==> src/rtl/la_pkg.sv <==
// Shared definitions for the logic-analyser upload path.
// Contents: FSM state encoding for the uploader, the default sync byte,
// the standard baud divisors (50 MHz clock) that the capture stage's rate
// table also uses, and a helper that maps a rate code to its divisor.
package la_pkg;

  typedef enum logic [2:0] {
    ST_IDLE,
    ST_SYNC,
    ST_SEQ,
    ST_FETCH,
    ST_LATCH,
    ST_SEND,
    ST_CSUM
  } la_state_t;

  localparam logic [7:0] SYNC_BYTE_DEFAULT = 8'hA5;

  localparam int unsigned BAUD_DIV_115200 = 434;
  localparam int unsigned BAUD_DIV_57600  = 868;
  localparam int unsigned BAUD_DIV_9600   = 5208;

  // Rate code 0/1/2 -> 115200/57600/9600 baud.
  function automatic int unsigned baud_div_for(input logic [1:0] rate_sel);
    case (rate_sel)
      2'd1:    return BAUD_DIV_57600;
      2'd2:    return BAUD_DIV_9600;
      default: return BAUD_DIV_115200;
    endcase
  endfunction

endpackage

==> src/rtl/la_uart_tx_byte.sv <==
// 8N1 byte serializer, LSB first, idle high.
// Ports:
//   clk, rst_n   - clock, async active-low reset
//   tx_start     - load tx_data; honoured only while tx_busy is low
//   tx_data[7:0] - byte to send
//   tx_done      - one-cycle pulse in the last clock of the stop bit
//   tx_busy      - high from the cycle after tx_start through the stop bit
//   uart_tx      - serial line
// The start bit appears on the line the cycle after tx_start; each bit lasts
// BAUD_DIV clocks, so a byte occupies exactly 10*BAUD_DIV clocks.
module la_uart_tx_byte
  import la_pkg::*;
#(
  parameter int unsigned BAUD_DIV = BAUD_DIV_115200
) (
  input  logic       clk,
  input  logic       rst_n,
  input  logic       tx_start,
  input  logic [7:0] tx_data,
  output logic       tx_done,
  output logic       tx_busy,
  output logic       uart_tx
);

  localparam logic [12:0] BAUD_LAST = 13'(BAUD_DIV - 1);

  logic [12:0] baud_cnt;
  logic [3:0]  bit_cnt;
  logic [8:0]  shift_q;
  logic        bit_end;

  assign bit_end = (baud_cnt == 13'd0);
  assign tx_done = tx_busy && bit_end && (bit_cnt == 4'd9);

  // shift_q holds the remaining data bits with the stop bit on top, so the
  // ninth shift naturally presents the stop level.
  always_ff @(posedge clk or negedge rst_n) begin
    if (!rst_n) begin
      tx_busy  <= 1'b0;
      uart_tx  <= 1'b1;
      baud_cnt <= '0;
      bit_cnt  <= '0;
      shift_q  <= '0;
    end else if (!tx_busy) begin
      if (tx_start) begin
        tx_busy  <= 1'b1;
        uart_tx  <= 1'b0;
        baud_cnt <= BAUD_LAST;
        bit_cnt  <= 4'd0;
        shift_q  <= {1'b1, tx_data};
      end
    end else if (bit_end) begin
      if (bit_cnt == 4'd9) begin
        tx_busy <= 1'b0;
        uart_tx <= 1'b1;
      end else begin
        bit_cnt  <= bit_cnt + 4'd1;
        uart_tx  <= shift_q[0];
        shift_q  <= {1'b1, shift_q[8:1]};
        baud_cnt <= BAUD_LAST;
      end
    end else begin
      baud_cnt <= baud_cnt - 13'd1;
    end
  end

endmodule

==> src/rtl/la_uart_uploader.sv <==
// Drains the capture FIFO and sends framed packets over the UART:
//   SYNC_BYTE, seq, PKT_LEN payload bytes, checksum (8-bit sum of seq+payload).
// Ports:
//   clk, rst_n      - clock, async active-low reset
//   enable          - permits starting a packet (sampled in IDLE only)
//   flush           - pads the open packet with 8'h00 while the FIFO is empty
//   fifo_empty      - capture FIFO empty flag
//   fifo_rdata[7:0] - FIFO data, valid the cycle after fifo_ren
//   fifo_ren        - one-cycle FIFO read strobe
//   uart_tx         - serial out, 8N1
//   busy            - FSM not in IDLE
//   pkt_cnt[15:0]   - packets completed since reset (wrapping)
//
// state | meaning
// IDLE  | waiting for enable with data in the FIFO
// SYNC  | sending the sync byte
// SEQ   | sending the sequence number
// FETCH | waiting for a payload byte (FIFO data or flush padding)
// LATCH | capturing fifo_rdata after the read strobe
// SEND  | sending one payload byte
// CSUM  | sending the checksum
module la_uart_uploader
  import la_pkg::*;
#(
  parameter int unsigned BAUD_DIV  = BAUD_DIV_115200,
  parameter int unsigned PKT_LEN   = 16,
  parameter logic [7:0]  SYNC_BYTE = SYNC_BYTE_DEFAULT
) (
  input  logic        clk,
  input  logic        rst_n,
  input  logic        enable,
  input  logic        flush,
  input  logic        fifo_empty,
  input  logic [7:0]  fifo_rdata,
  output logic        fifo_ren,
  output logic        uart_tx,
  output logic        busy,
  output logic [15:0] pkt_cnt
);

  localparam logic [7:0] PKT_LEN_B = 8'(PKT_LEN);

  la_state_t  state, state_nxt;
  logic [7:0] seq, csum, pay_cnt, data_q, tx_data;
  logic       tx_start, tx_done, tx_busy;

  always_ff @(posedge clk or negedge rst_n) begin
    if (!rst_n) state <= ST_IDLE;
    else        state <= state_nxt;
  end

  always_comb begin
    state_nxt = state;
    case (state)
      ST_IDLE:  if (enable && !fifo_empty) state_nxt = ST_SYNC;
      ST_SYNC:  if (tx_done) state_nxt = ST_SEQ;
      ST_SEQ:   if (tx_done) state_nxt = ST_FETCH;
      ST_FETCH: begin
        if (!fifo_empty) state_nxt = ST_LATCH;
        else if (flush)  state_nxt = ST_SEND;
      end
      ST_LATCH: state_nxt = ST_SEND;
      ST_SEND:  if (tx_done) state_nxt = (pay_cnt == PKT_LEN_B) ? ST_CSUM : ST_FETCH;
      ST_CSUM:  if (tx_done) state_nxt = ST_IDLE;
      default:  state_nxt = ST_IDLE;
    endcase
  end

  // In a transmit state the serializer is idle only in the first cycle,
  // so !tx_busy marks exactly one launch per byte.
  always_comb begin
    busy     = (state != ST_IDLE);
    fifo_ren = (state == ST_FETCH) && !fifo_empty;
    tx_start = 1'b0;
    tx_data  = SYNC_BYTE;
    case (state)
      ST_SYNC: begin tx_start = !tx_busy; tx_data = SYNC_BYTE; end
      ST_SEQ:  begin tx_start = !tx_busy; tx_data = seq;       end
      ST_SEND: begin tx_start = !tx_busy; tx_data = data_q;    end
      ST_CSUM: begin tx_start = !tx_busy; tx_data = csum;      end
      default: ;
    endcase
  end

  always_ff @(posedge clk or negedge rst_n) begin
    if (!rst_n) begin
      seq     <= '0;
      csum    <= '0;
      pay_cnt <= '0;
      data_q  <= '0;
      pkt_cnt <= '0;
    end else begin
      case (state)
        ST_IDLE: if (state_nxt == ST_SYNC) begin
          csum    <= '0;
          pay_cnt <= '0;
        end
        ST_SEQ:   if (tx_start) csum <= csum + seq;
        ST_FETCH: if (fifo_empty && flush) data_q <= '0;
        ST_LATCH: data_q <= fifo_rdata;
        ST_SEND:  if (tx_start) begin
          csum    <= csum + data_q;
          pay_cnt <= pay_cnt + 8'd1;
        end
        ST_CSUM:  if (tx_done) begin
          seq     <= seq + 8'd1;
          pkt_cnt <= pkt_cnt + 16'd1;
        end
        default: ;
      endcase
    end
  end

  la_uart_tx_byte #(
    .BAUD_DIV (BAUD_DIV)
  ) u_tx (
    .clk      (clk),
    .rst_n    (rst_n),
    .tx_start (tx_start),
    .tx_data  (tx_data),
    .tx_done  (tx_done),
    .tx_busy  (tx_busy),
    .uart_tx  (uart_tx)
  );

endmodule

==> config.mk <==
export PLATFORM = sky130hd
export DESIGN_NAME = la_uart_uploader
export DESIGN_NICKNAME = d
export VERILOG_FILES = /design/src/rtl/la_pkg.sv /design/src/rtl/la_uart_tx_byte.sv /design/src/rtl/la_uart_uploader.sv
export SDC_FILE = /design/constraint.sdc
export NUM_CORES = 1
export LEC_CHECK = 0
export BUFFER_PORTS_ARGS = -buffer_cell sky130_fd_sc_hd__buf_2
export CAP_MARGIN = 20
export CORE_UTILIZATION = 38
export DETAILED_ROUTE_END_ITERATION = 7
export GPL_TIMING_DRIVEN = 0
export PLACE_DENSITY = 0.53
export SYNTH_ARGS = -nofsm -noshare
export SYNTH_HDL_FRONTEND = slang
export SYNTH_SLANG_ARGS = --single-unit
==> constraint.sdc <==
create_clock -name clk -period 2.5 [get_ports clk]
set_input_delay 0.5 -clock clk [delete_from_list [all_inputs] [get_ports clk]]
set_output_delay 0.5 -clock clk [all_outputs]
set_load 0.03 [all_outputs]
**Yosys cells after proc, flatten, opt, wreduce, memory -nomap -nowiden**

Index checks and enable logic that the tools add are counted.

- Bits in registers: 79
- Output and inout port bits: 19
- Word-level logic and storage cells: 95

- Equal/unequal tests: 16
- Mux-type cells: 39
- $add $sub $neg: 7
- Reduce and logical (&&, ||, !) cells: 22

Operator list:

| kind | number |
|---|---|
| two-way mux 13 bit | 4 |
| case mux 8 bit (3 select lines) | 2 |
| two-way mux 8 bit | 5 |
| two-way mux 9 bit | 4 |
| case mux 8 bit (2 select lines) | 2 |
| two-way mux 3 bit | 8 |
| case mux 3 bit (7 select lines) | 1 |
| adder 16 x 1 -> 16 bit, second input constant | 1 |
| adder 8 x 1 -> 8 bit, second input constant | 2 |
| adder 8 bit | 2 |
| two-way mux 4 bit | 4 |
| zero test 13 bit | 1 |
| subtractor 13 x 1 -> 13 bit, second input constant | 1 |
| != test 2 bit, second input constant | 5 |
| == test 3 bit, second input constant | 3 |
| two-way mux 1 bit | 9 |
| == test 8 x 5 -> 1 bit, second input constant | 1 |
| AND reduction 2 bit | 4 |
| == test 3 x 1 -> 1 bit, second input constant | 2 |
| == test 3 x 2 -> 1 bit, second input constant | 2 |
| AND reduction 3 bit | 2 |
| nonzero test 2 bit | 3 |
| nonzero test 3 bit | 2 |
| logical AND 1 bit | 5 |
| other kinds (8) | 9 |

**Logic depth before layout (Yosys ltp)**

Gate-level depths: netlist of run 1.

- Word-level depth: 8
- Mapped depth: 13
- Gate-level depth less buffers: 11

**By module**

Synthesis of run 1 repeated with hierarchy kept, for this count alone.

- Cell total of the unflattened synthesis: 443
- Area, all modules: 4,536.9 um^2

By module, submodules not included:

| module | seq. area each (um^2) | cells each | area each (um^2) | instances |
|---|---|---|---|---|
| la_uart_uploader | 1,276.2 | 287 | 2,890.3 | 1 |
| la_uart_tx_byte | 701.9 | 156 | 1,646.6 | 1 |

**Least setup slack after synthesis of run 1**

OpenSTA, ideal clock, no wires.

- Path type: flip-flop to flip-flop
- Start point: register state[2]
- End point: register csum[6]
- Data arrival time: 2.427 ns
- Setup time: 0.070 ns
- Cell stages (with the launch flop): 14
- Data required time: 2.430 ns
- Clock period less this slack: 2.497 ns
- Slack: 0.003 ns
- Path through: dfrtp_1 -> clkbuf_1 -> nand3b_1 -> clkbuf_1 -> nand2_1 -> nand2_1 -> ha_1 -> inv_1 -> fa_1 -> nor2b_1 -> o21ai_0 -> a21boi_0 -> or4_1 -> nand3_1

- Cells in the longest elaborated chain, start to end: 6
- Elaborated cells between the ends (all ways): 24
- Classes of those cells: 10 x eq/ne; 10 x mux; 4 x reduce/logical

RTL lines:

| element | line | source |
|---|---|---|
| from (decl) | la_uart_uploader.sv:43 | `la_state_t state, state_nxt;` |
| from (signal assigned) | la_uart_uploader.sv:49 | `else state <= state_nxt;` |
| two-way mux 3 bit | la_uart_uploader.sv:60 | `else if (flush) state_nxt = ST_SEND;` |
| two-way mux 3 bit | la_uart_uploader.sv:59 | `if (!fifo_empty) state_nxt = ST_LATCH;` |
| case mux 3 bit (7 select lines) | la_uart_uploader.sv:54 | `case (state)` |
| == test 3 x 1 -> 1 bit | la_uart_uploader.sv:94 | `ST_IDLE: if (state_nxt == ST_SYNC) begin` |
| != test 2 bit (no source line) | n/a |  |
| AND reduction 4 bit (no source line) | n/a |  |
| to (signal assigned) | la_uart_uploader.sv:98 | `ST_SEQ: if (tx_start) csum <= csum + seq;` |
| to (signal assigned) | la_uart_uploader.sv:102 | `csum <= csum + data_q;` |
| to (decl) | la_uart_uploader.sv:44 | `logic [7:0] seq, csum, pay_cnt, data_q, tx_data;` |

Several ways; a longest one is shown, not always the timed one.
A chain may end at the register's enable or synchronous reset.

**Worst setup path in the final report of run 1**

- Start point: register u_tx.baud_cnt[0]
- End point: register seq[1]

- Cells in the longest elaborated chain, start to end: 4

RTL lines:

| element | line | source |
|---|---|---|
| from (decl) | la_uart_tx_byte.sv:27 | `logic [12:0] baud_cnt;` |
| from (signal assigned) | la_uart_tx_byte.sv:63 | `baud_cnt <= baud_cnt - 13'd1;` |
| zero test 13 bit | la_uart_tx_byte.sv:32 | `assign bit_end = (baud_cnt == 13'd0);` |
| logical AND 1 bit (2 in a row) | la_uart_tx_byte.sv:33 | `assign tx_done = tx_busy && bit_end && (bit_cnt == 4'd9);` |
| AND reduction 2 bit (no source line) | n/a |  |
| to (signal assigned) | la_uart_uploader.sv:106 | `seq <= seq + 8'd1;` |
| to (decl) | la_uart_uploader.sv:44 |  |

No other way between the ends.

==> qor.txt, run 1 <==
post-synth top area share = 0.458
via count = 3375
overall routing resource usage = 0.185
Critical Path End = seq[1]
Boundary Pins = 32
post-synthesis simple-gate area fraction = 0.208
Detailed Routing Iterations Pass 1 = 4
Tightest Hold Check Type = in2async
total number of yosys warnings = 0
leftover overflow at the end of global routing = 0
Setup Skew = 0.0112 ns
total power density per cell area = 859 nW/µm²
library cell with the largest summed area after synthesis = sky130_fd_sc_hd__dfrtp_1
largest family of logic cells by synthesized area = simple AND/OR/NAND/NOR gates
library cells used by synthesis = 56
peak clock frequency supported by timing = 409 MHz
launch point of the worst reg-to-reg path = u_tx.baud_cnt[0]
XOR/XNOR share of the synthesized area = 0.0802
Critical Path Fanout Max = 8
initial antenna violation count = 0
post-synth net total = 456
Detail Route Antenna Nets = 0
routability congestion estimate = 0.816
clock sinks = 79
Worst Reg2Reg Path Length in Cells = 7
top cells by area in the synthesized netlist = sky130_fd_sc_hd__dfrtp_1 (46%), sky130_fd_sc_hd__xnor2_1 (5.1%), sky130_fd_sc_hd__ha_1 (4.4%)
hold buffers post-CTS = 0
floorplan core area = 10900 µm²
power after layout = 4.37 mW
critical path capture point type = flip-flop
Worst Hold Margin = 0.106 ns
multiplexer fraction of the synthesized cell area = 0.0338
Rows = 38
max-capacitance violation count = 0
critical setup path kind = reg2reg
die area = 11600 µm²
syn avg cell area = 9.97 µm²
# diodes = 0
kind of launch point of the worst setup path = flip-flop
largest voltage drop on the vdd net = 0.409 mV
most common library cell in the layout ignoring fill and taps = sky130_fd_sc_hd__dfrtp_1
half-perimeter wire length of the detailed placement result = 7020 µm
Post-route DRC = 0
slack of the worst reg-to-reg path = 0.06 ns
final net count = 517
TritonCTS Buffers = 9
post-synthesis cell area = 4260 µm²
area fraction in compound gates after synthesis = 0.132
worst slew margin relative to its limit = 0.413
utilization after layout = 0.467
launching element of the worst setup path = u_tx.baud_cnt[0]
cell count after placement = 599
final setup fails = 0
data arrival time of the critical path = 2.69 ns
Worst R2R End = seq[1]
number of port buffers = 31
Horiz. Die Dim = 108 µm
Static Leak = 2.32 nW
time the worst path needs with I/O delays and setup = 2.44 ns
most used flip-flop cell after synthesis = sky130_fd_sc_hd__dfrtp_1
number of global-route vias before repair = 3286
most frequent cells in the layout = sky130_fd_sc_hd__dfrtp_1 (77), sky130_fd_sc_hd__nand2_1 (41), sky130_fd_sc_hd__buf_2 (33)
number of synthesized register bits = 79
area grow syn2layout = 19.5%
cell count after synthesis = 427
buffer type at the clock tree root = sky130_fd_sc_hd__clkbuf_8
sequential element share of the synthesized area = 0.465
wire length of the first global-routing pass = 16500 µm
fraction of layout cells with a size suffix above 1 = 0.219
maximum root-to-sink buffer count = 2
clock latency on the worst-skew pair = 0.37 ns
TNS Setup = 0 ns
height of the die = 108 µm
proportion of synthesized flip-flops having asynchronous set or reset = 1.00
result of the run = complete, no violations
H-tree lvl count = 3
Routed WL = 9900 µm
clock-pin slew on the worst setup and hold paths = 0.08 ns
count of fill cells added during filler insertion = 1049
count of flip-flops with a built-in enable after synthesis = 0
Synth Area in Adders = 0.0488
maximum number of pins on one net before global-route repair = 41
initial drt markers = 128
starting density of the core = 0.391
DR WL/cell = 15.6 µm
clock tree from TritonCTS = yes
detail-routed via count per cell = 5.33
final number of hold-violating endpoints = 0
transition at the pin with the smallest max-transition slack = 0.868 ns
max-slew violation count = 0
final period utilization = 0.978
non-filler instance count after layout = 633
Crit path required time = 2.75 ns
## cell usage after synthesis, drive strengths merged, types with 5 or more instances
| library cell | instances |
|---|---|
| a21oi | 15 |
| a221o | 5 |
| a22o | 9 |
| clkbuf | 13 |
| dfrtp | 78 |
| ha | 15 |
| inv | 18 |
| mux2 | 11 |
| nand2 | 41 |
| nand2b | 9 |
| nand3 | 25 |
| nand4 | 7 |
| nor2 | 22 |
| nor2b | 5 |
| nor3 | 10 |
| nor4 | 8 |
| o21ai | 25 |
| or3 | 5 |
| xnor2 | 25 |
| xor2 | 14 |
## worst max-delay path, cell delays in order (launching register included)
cell,delay [ns]
sky130_fd_sc_hd__dfrtp_1,0.42
sky130_fd_sc_hd__inv_2,0.07
sky130_fd_sc_hd__ha_1,0.13
sky130_fd_sc_hd__or3b_4,0.40
sky130_fd_sc_hd__or4_4,0.59
sky130_fd_sc_hd__nor3_4,0.24
sky130_fd_sc_hd__buf_12,0.15
sky130_fd_sc_hd__mux2_2,0.32
## cells by family after synthesis
group / count (synthesis)
xor+xnor: 39
simple gates: 163
fa+ha+maj: 16
compound gates: 83
flops: 79
buf+inv: 34
mux: 13
## power by group
| group | internal [mW] | switching, mW | total [mW] |
|---|---|---|---|
| logic | 0.665 | 0.711 | 1.38 |
| clock network | 0.646 | 0.488 | 1.13 |
| registers | 1.58 | 0.285 | 1.86 |
## area by class of cell
class | count | area, µm² | area share
multi-input cells | 315 | 2220 | 0.436
flip-flops and latches | 79 | 1980 | 0.389
repair buffers | 52 | 338 | 0.0664
well taps | 140 | 175 | 0.0344
clock buffers | 12 | 165 | 0.0325
clock inverters | 4 | 76.3 | 0.0150
plain buffers | 13 | 68.8 | 0.0135
inverters | 18 | 67.6 | 0.0133
## routing by layer
| layer | vias up | global-route usage | part of all wire |
|---|---|---|---|
| met5 | - | 0 | 0 |
| met2 | 52 | 0.285 | 0.45 |
| li1 | 1666 | - | - |
| met3 | 16 | 0.0315 | 0.033 |
| met4 | 0 | 0.0763 | 0.018 |
| met1 | 1641 | 0.256 | 0.50 |
## timing repair
| action | 4_1_cts | 5_1_grt |
|---|---|---|
| cloned | 0 | 1 |
| pin swaps | 2 | 5 |
| setup buffers | 7 | 12 |
| gates resized for setup | 7 | 17 |
| setup endpoints to repair | 46 | 28 |
## through the flow
step | setup WS [ns] | instance area, µm²
3_3_place_gp | -0.464 | 4590
2_1_floorplan | 0.00290 | 4260
4_1_cts | -0.146 | 4910
5_1_grt | -0.00821 | 5090
6_report | 0.0557 | 5090
3_5_place_dp | -0.464 | 4610
## flip-flops by register name, indices dropped and copies added, names as in the netlist
register and flops:
u_tx.tx_busy 1, seq 8, u_tx.uart_tx 1, pay_cnt 8, u_tx.bit_cnt 4, data_q 8, u_tx.shift_q 9, pkt_cnt 16
u_tx.baud_cnt 13, state 3, csum 8
## how the worst min path moves through the flow
stage,slack (ns),end,start
6_report,0.11,pkt_cnt[7],rst_n
5_1_grt,0.13,pkt_cnt[7],rst_n
2_1_floorplan,0.20,csum[0],rst_n
3_5_place_dp,0.45,pkt_cnt[15],pkt_cnt[15]
4_1_cts,0.11,pkt_cnt[7],rst_n
3_3_place_gp,0.45,pkt_cnt[15],pkt_cnt[15]
Note: power is estimated with default switching activity, not from simulation.
==> run 2: changes to the inputs <==
--- a/config.mk
+++ b/config.mk
@@ -7,6 +7,8 @@
 export LEC_CHECK = 0
 export BUFFER_PORTS_ARGS = -buffer_cell sky130_fd_sc_hd__buf_2
 export CAP_MARGIN = 20
+export CORE_ASPECT_RATIO = 1.75
+export CORE_MARGIN = 2
 export CORE_UTILIZATION = 38
 export DETAILED_ROUTE_END_ITERATION = 7
 export GPL_TIMING_DRIVEN = 0
==> qor.txt, run 2 (synthesized netlist as in run 1, its figures left out) <==
result of the run = complete, no violations
register cell area after layout = 1980 µm² (+0.13%)
internal power = 3.18 mW (+10%)
Worst Hold Margin = 0.0354 ns (-0.0705 ns)
switching share of total power = 0.331 (-0.00827)
maximum number of pins on one net before global-route repair = 62 (+51%)
routability congestion estimate = 0.823 (+0.80%)
clock-pin slew on the worst setup and hold paths = 0.06 ns (-0.02 ns)
overall routing resource usage = 0.179 (-0.00598)
relative contribution of sequential cells to total power = 0.392 (-0.034)
data arrival time of the critical path = 2.62 ns (-0.07 ns)
minimum setup slack after placement = -0.591 ns (-0.127 ns)
H-tree lvl count = 3 (unchanged)
number of port buffers = 31 (unchanged)
Static Leak = 2.32 nW (about the same)
time the worst path needs with I/O delays and setup = 2.40 ns (-0.0461 ns)
Post-route DRC = 0 (unchanged)
cell breakdown of the critical path = or4_4 > nor4_4 > buf_4 > a21oi_4 > or2_1 > buf_6 > a221o_1
Slowest cell on crit path = sky130_fd_sc_hd__or4_4
registers with the most flip-flops = pkt_cnt (16), u_tx.baud_cnt (13), u_tx.shift_q (9)
fraction of power consumed by combinational cells = 0.299 (-0.016)
unrepaired setup endpoints after global routing = false
multi-input logic area = 2220 µm² (unchanged)
most frequent cells in the layout = sky130_fd_sc_hd__dfrtp_1 (75), sky130_fd_sc_hd__nand2_1 (41), sky130_fd_sc_hd__buf_2 (33)
Switch Pwr = 1.57 mW (+6.0%)
Largest Register = pkt_cnt
clock sinks = 79 (unchanged)
initial antenna violation count = 0 (unchanged)
Crit path required time = 2.72 ns (-0.03 ns)
flip-flop count of the largest register, all copies and words added = 16 (unchanged)
Detail Route Antenna Nets = 0 (unchanged)
leftover overflow at the end of global routing = 0 (unchanged)
critical path capture point type = flip-flop
kind of launch point of the worst setup path = flip-flop
max-capacitance violation count = 0 (unchanged)
final net count = 513 (-0.77%)
half-perimeter wire length of the detailed placement result = 7300 µm (+4.0%)
final setup fails = 0 (unchanged)
initial drt markers = 200 (+56%)
wire length of the first global-routing pass = 17100 µm (+3.2%)
worst setup margin = 0.102 ns (+0.0461 ns)
via count = 3364 (-0.33%)
final period utilization = 0.959 (-0.0185)
TritonCTS Buffers = 9 (unchanged)
area grow syn2layout = 20.9%
floorplan core area = 11000 µm² (+1.4%)
count of fill cells added during filler insertion = 1067 (+1.7%)
Critical Path Fanout Max = 10 (+2)
detail-routed via count per cell = 5.42 (+1.6%)
clock latency on the worst-skew pair = 0.34 ns (-0.03 ns)
transition at the pin with the smallest max-transition slack = 0.849 ns (-0.0194 ns)
Tightest Hold Check Type = in2async
number of global-route vias before repair = 3504 (+6.6%)
fraction of layout cells with a size suffix above 1 = 0.221 (+0.00179)
buffer type at the clock tree root = sky130_fd_sc_hd__clkbuf_16
DR WL/cell = 16.2 µm (+3.7%)
die area = 12100 µm² (+4.0%)
max incr delay on CP = 0.57 ns (-0.02 ns)
Boundary Pins = 32 (unchanged)
maximum root-to-sink buffer count = 2 (unchanged)
max-slew violation count = 0 (unchanged)
height of the die = 144 µm (+34%)
Detailed Routing Iterations Pass 1 = 4 (unchanged)
starting density of the core = 0.386 (-0.00536)
Setup Skew = 0.00622 ns (-0.00495 ns)
largest voltage drop on the vdd net = 0.417 mV (+1.9%)
utilization after layout = 0.466 (-0.000966)
critical setup path kind = reg2reg
final number of hold-violating endpoints = 0 (unchanged)
Horiz. Die Dim = 84.0 µm (-22%)
clock tree from TritonCTS = yes
total power density per cell area = 923 nW/µm² (+7.4%)
Routed WL = 10100 µm (+1.7%)
most common library cell in the layout ignoring fill and taps = sky130_fd_sc_hd__dfrtp_1
fraction of power consumed by the clock network = 0.309 (+0.050)
# diodes = 0 (unchanged)
worst slew margin relative to its limit = 0.426 (+0.0131)
peak clock frequency supported by timing = 417 MHz (+1.9%)
Rows = 51 (+34%)
[run 2: cell types whose count changed in the layout (fill, tap and decap cells not counted), sizes merged]
cell      change
clkbuf        -3
and3b         -1
inv           +1
clkinvlp      +1
buf           -2
[run 2: worst max-delay path, delay by kind of cell (launching register included)]
kind            cells  cell delay (ns)
simple gates        3             1.09
compound gates      2             0.43
flops               1             0.42
buf+inv             2             0.33
[run 2: per-layer routing]
metal  GRT usage  up-vias  part of all wire
li1            -     1651                 -
met1       0.201     1654              0.41
met2       0.328       45              0.54
met3      0.0337       14             0.025
met4      0.0772        0             0.023
met5           0        -                 0
[run 2: metrics by stage]
step           area (µm²)  setup TNS, ns  cells  total power, mW
6_report             5150              0    621             4.75
5_1_grt              5150              0    621             5.06
4_1_cts              5020         -0.768    613             4.68
3_5_place_dp         4610          -4.84    592             3.14
3_3_place_gp         4580          -5.19    590             3.09
2_1_floorplan        4260              0    427             2.78
[run 2: repair_timing]
item                                   CTS  global route
buffers inserted                         8             8
setup endpoints to repair               37            34
pin swaps                                4             5
endpoints found under the hold margin    0             0
hold buffers                             0             0
gates resized for setup                 11            17
[run 2: power groups by stage]
| stage | Combinational (mW) | Sequential (mW) | Clock, mW |
|---|---|---|---|
| after floorplan | 1.00 | 1.78 | 0 |
| after global placement | 1.25 | 1.85 | 0 |
| after detailed placement | 1.29 | 1.85 | 0 |
| after CTS | 1.33 | 1.85 | 1.49 |
| after global routing | 1.60 | 1.91 | 1.54 |
| final | 1.42 | 1.86 | 1.46 |
[run 2: layout make-up]
| type | instances | area share |
|---|---|---|
| Clock buffer | 10 | 0.0464 |
| Tap cell | 132 | 0.0321 |
| Clock inverter | 6 | 0.0180 |
| Multi-Input combinational cell | 314 | 0.431 |
| Inverter | 18 | 0.0131 |
| Sequential cell | 79 | 0.385 |
| Timing Repair Buffer | 49 | 0.0610 |
| Buffer | 13 | 0.0136 |
[run 2: worst paths after layout]
check                                 start               to  slack, ns  cells after the start
setup / recovery           u_tx.baud_cnt[4]  u_tx.shift_q[4]       0.10                      7
hold / removal                        rst_n      pkt_cnt[12]       0.04                      1
setup reg to reg           u_tx.baud_cnt[4]  u_tx.shift_q[4]       0.10                      7
hold reg to reg                 pkt_cnt[15]      pkt_cnt[15]       0.46                      1
max in group asynchronous             rst_n     u_tx.uart_tx       1.84                      2
min in group clk              fifo_rdata[7]        data_q[7]       0.38                      2
==> run 3: changes to the inputs <==
--- a/config.mk
+++ b/config.mk
@@ -5,6 +5,7 @@
 export SDC_FILE = /design/constraint.sdc
 export NUM_CORES = 1
 export LEC_CHECK = 0
+export ABC_AREA = 1
 export BUFFER_PORTS_ARGS = -buffer_cell sky130_fd_sc_hd__buf_2
 export CAP_MARGIN = 20
 export CORE_ASPECT_RATIO = 1.75
@@ -12,7 +13,7 @@
 export CORE_UTILIZATION = 38
 export DETAILED_ROUTE_END_ITERATION = 7
 export GPL_TIMING_DRIVEN = 0
-export PLACE_DENSITY = 0.53
+export PLACE_DENSITY = 0.52
 export SYNTH_ARGS = -nofsm -noshare
 export SYNTH_HDL_FRONTEND = slang
 export SYNTH_SLANG_ARGS = --single-unit
==> qor.txt, run 3 <==
registers with the most flip-flops = pkt_cnt (16), u_tx.baud_cnt (13), u_tx.shift_q (9)
sequential element share of the synthesized area = 0.399 (-0.0653)
transition at the pin with the smallest max-transition slack = 0.549 ns (-0.300 ns)
post-synth net total = 730 (+60%)
total number of yosys warnings = 0 (unchanged)
routability congestion estimate = 0.872 (+6.0%)
cell breakdown of the critical path = buf_2 > buf_2 > nand3_1 > o21ai_0 > ha_1 > a21oi_1 > nand2_1 > a21oi_1 > nand2_1 > nand3_1 > nand2_1
Critical Path Fanout Max = 10 (unchanged)
Crit path required time = 2.73 ns (about the same)
starting density of the core = 0.387 (+0.00140)
Detail Route Antenna Nets = 0 (unchanged)
Synth top cells by count = sky130_fd_sc_hd__nand2_1 (250), sky130_fd_sc_hd__dfrtp_1 (78), sky130_fd_sc_hd__nand3_1 (71)
total power density per cell area = 744 nW/µm² (-19%)
maximum number of pins on one net before global-route repair = 66 (+6.5%)
critical setup path kind = reg2reg
worst setup margin = 0.147 ns (+0.0448 ns)
Post-route DRC = 0 (unchanged)
height of the die = 155 µm (+7.7%)
worst slew margin relative to its limit = 0.631 (+0.205)
Worst Hold Margin = 0.0205 ns (-0.0149 ns)
library cell appearing most often on the critical path = sky130_fd_sc_hd__nand2_1
clock sinks = 79 (unchanged)
Slowest cell on crit path = sky130_fd_sc_hd__dfrtp_1
final setup fails = 0 (unchanged)
post-synthesis cell area = 4950 µm² (+16%)
hold buffers post-CTS = 0 (unchanged)
DR WL/cell = 14.3 µm (-12%)
fraction of layout cells with a size suffix above 1 = 0.128 (-0.0929)
cell count after placement = 904 (+53%)
# diodes = 0 (unchanged)
largest voltage drop on the vdd net = 0.364 mV (-13%)
Boundary Pins = 32 (unchanged)
register cell area after layout = 1980 µm² (-0.13%)
die area = 14000 µm² (+16%)
kind of launch point of the worst setup path = flip-flop
non-filler instance count after layout = 921 (+48%)
Rows = 55 (+7.8%)
gate family responsible for the most delay along the worst path = buffers and inverters
maximum root-to-sink buffer count = 2 (unchanged)
multi-input logic area = 2600 µm² (+17%)
floorplan core area = 12800 µm² (+16%)
flip-flop count of the largest register, all copies and words added = 16 (unchanged)
via count = 4617 (+37%)
number of port buffers = 31 (unchanged)
minimum setup slack after placement = 0.0228 ns (+0.614 ns)
max-slew violation count = 0 (unchanged)
initial antenna violation count = 0 (unchanged)
syn avg cell area = 7.07 µm² (-29%)
leftover overflow at the end of global routing = 0 (unchanged)
slack of the worst reg-to-reg path = 0.15 ns (+0.04 ns)
TNS Setup = 0 ns (unchanged)
Setup Skew = 0.00778 ns (+0.00156 ns)
utilization after layout = 0.452 (-0.0143)
most used flip-flop cell after synthesis = sky130_fd_sc_hd__dfrtp_1
most common library cell in the layout ignoring fill and taps = sky130_fd_sc_hd__nand2_1
clock-pin slew on the worst setup and hold paths = 0.06 ns (about the same)
Routed WL = 13200 µm (+31%)
unrepaired setup endpoints after global routing = false
most instantiated library cell after synthesis = sky130_fd_sc_hd__nand2_1
clock tree from TritonCTS = yes
Tightest Hold Check Type = in2async
half-perimeter wire length of the detailed placement result = 10000 µm (+38%)
top cells by area in the synthesized netlist = sky130_fd_sc_hd__dfrtp_1 (39%), sky130_fd_sc_hd__nand2_1 (19%), sky130_fd_sc_hd__nand3_1 (7.2%)
Static Leak = 2.90 nW (+25%)
area grow syn2layout = 16.7%
final period utilization = 0.941 (-0.0179)
Detailed Routing Iterations Pass 1 = 4 (unchanged)
peak clock frequency supported by timing = 425 MHz (+1.9%)
buffers plus inverters on the worst setup path = 2 (unchanged)
proportion of synthesized flip-flops having asynchronous set or reset = 1.00 (unchanged)
Horiz. Die Dim = 90.3 µm (+7.5%)
Largest Register = pkt_cnt
result of the run = complete, no violations
critical path capture point type = flip-flop
H-tree lvl count = 3 (unchanged)
max incr delay on CP = 0.42 ns (-0.15 ns)
TritonCTS Buffers = 9 (unchanged)
final net count = 774 (+51%)
buffer type at the clock tree root = sky130_fd_sc_hd__clkbuf_16
number of global-route vias before repair = 4602 (+31%)
cell count after synthesis = 701 (+64%)
wire length of the first global-routing pass = 21900 µm (+28%)
initial drt markers = 241 (+21%)
data arrival time of the critical path = 2.59 ns (-0.03 ns)
time the worst path needs with I/O delays and setup = 2.35 ns (-0.0448 ns)
clock latency on the worst-skew pair = 0.34 ns (about the same)
most frequent cells in the layout = sky130_fd_sc_hd__nand2_1 (250), sky130_fd_sc_hd__dfrtp_1 (77), sky130_fd_sc_hd__nand3_1 (71)
library cell with the largest summed area after synthesis = sky130_fd_sc_hd__dfrtp_1
post-synth top area share = 0.394 (-0.0645)
max-capacitance violation count = 0 (unchanged)
count of flip-flops with a built-in enable after synthesis = 0 (unchanged)
number of synthesized register bits = 79 (unchanged)
detail-routed via count per cell = 5.01 (-7.5%)
final number of hold-violating endpoints = 0 (unchanged)
library cells used by synthesis = 33 (-41%)
overall routing resource usage = 0.196 (+0.0173)
count of fill cells added during filler insertion = 1353 (+27%)
[run 3: cell types whose count changed in the layout (fill, tap and decap cells not counted), sizes merged, moves of 7 or more]
cell    previous run  this run
mux2              11         0
nor2              22        70
nand3             25        74
nand2             41       256
xnor2             25         4
a22o               9         0
nand4              7        25
inv               19        73
nand2b             9         2
nor4               8         0
o21ai             25        39
clkbuf            18        11
[run 3: final cells by class]
| class | count | area share |
|---|---|---|
| well taps | 171 | 0.0370 |
| clock buffers | 10 | 0.0396 |
| repair buffers | 33 | 0.0333 |
| clock inverters | 6 | 0.0311 |
| inverters | 73 | 0.0478 |
| flip-flops and latches | 79 | 0.342 |
| plain buffers | 18 | 0.0193 |
| multi-input cells | 531 | 0.450 |
[run 3: through the flow]
stage | cell area, µm² | total power, mW
finish | 5780 | 4.30
CTS | 5760 | 4.34
global route | 5780 | 4.56
detailed placement | 5350 | 2.50
floorplan | 4950 | 2.27
global placement | 5320 | 2.47
[run 3: power breakdown]
part | total [mW] | internal (mW) | switching (mW) | leakage (nW)
Sequential | 1.70 | 1.49 | 0.210 | 1.04
Clock | 1.82 | 1.28 | 0.540 | 0.197
Combinational | 0.783 | 0.301 | 0.482 | 1.66
[run 3: logic make-up after synthesis]
logic type,Yosys count,synth area share
fa+ha+maj,16,0.0419
compound gates,57,0.0619
buf+inv,91,0.0773
simple gates,439,0.386
flops,79,0.399
xor+xnor,19,0.0336
[run 3: layer usage]
layer,global-route usage,vias to the layer above,part of all wire
met5,0,-,0
met4,0.0974,0,0.030
met1,0.208,2163,0.40
met3,0.0320,25,0.026
met2,0.372,92,0.55
li1,-,2337,-
[run 3: timing repair]
action | CTS | global route
setup buffers | 0 | 1
gates resized for setup | 0 | 5
endpoints found under the setup margin | 0 | 5
[run 3: path summary, 6_finish.rpt]
path                       cells past startpoint       startpoint              end
max                                           11         state[2]          csum[7]
min                                            1            rst_n       pay_cnt[6]
max reg2reg                                   11         state[2]          csum[7]
min reg2reg                                    2  u_tx.shift_q[0]  u_tx.shift_q[0]
max in group asynchronous                      2            rst_n     u_tx.uart_tx
min in group clk                               3    fifo_rdata[5]        data_q[5]
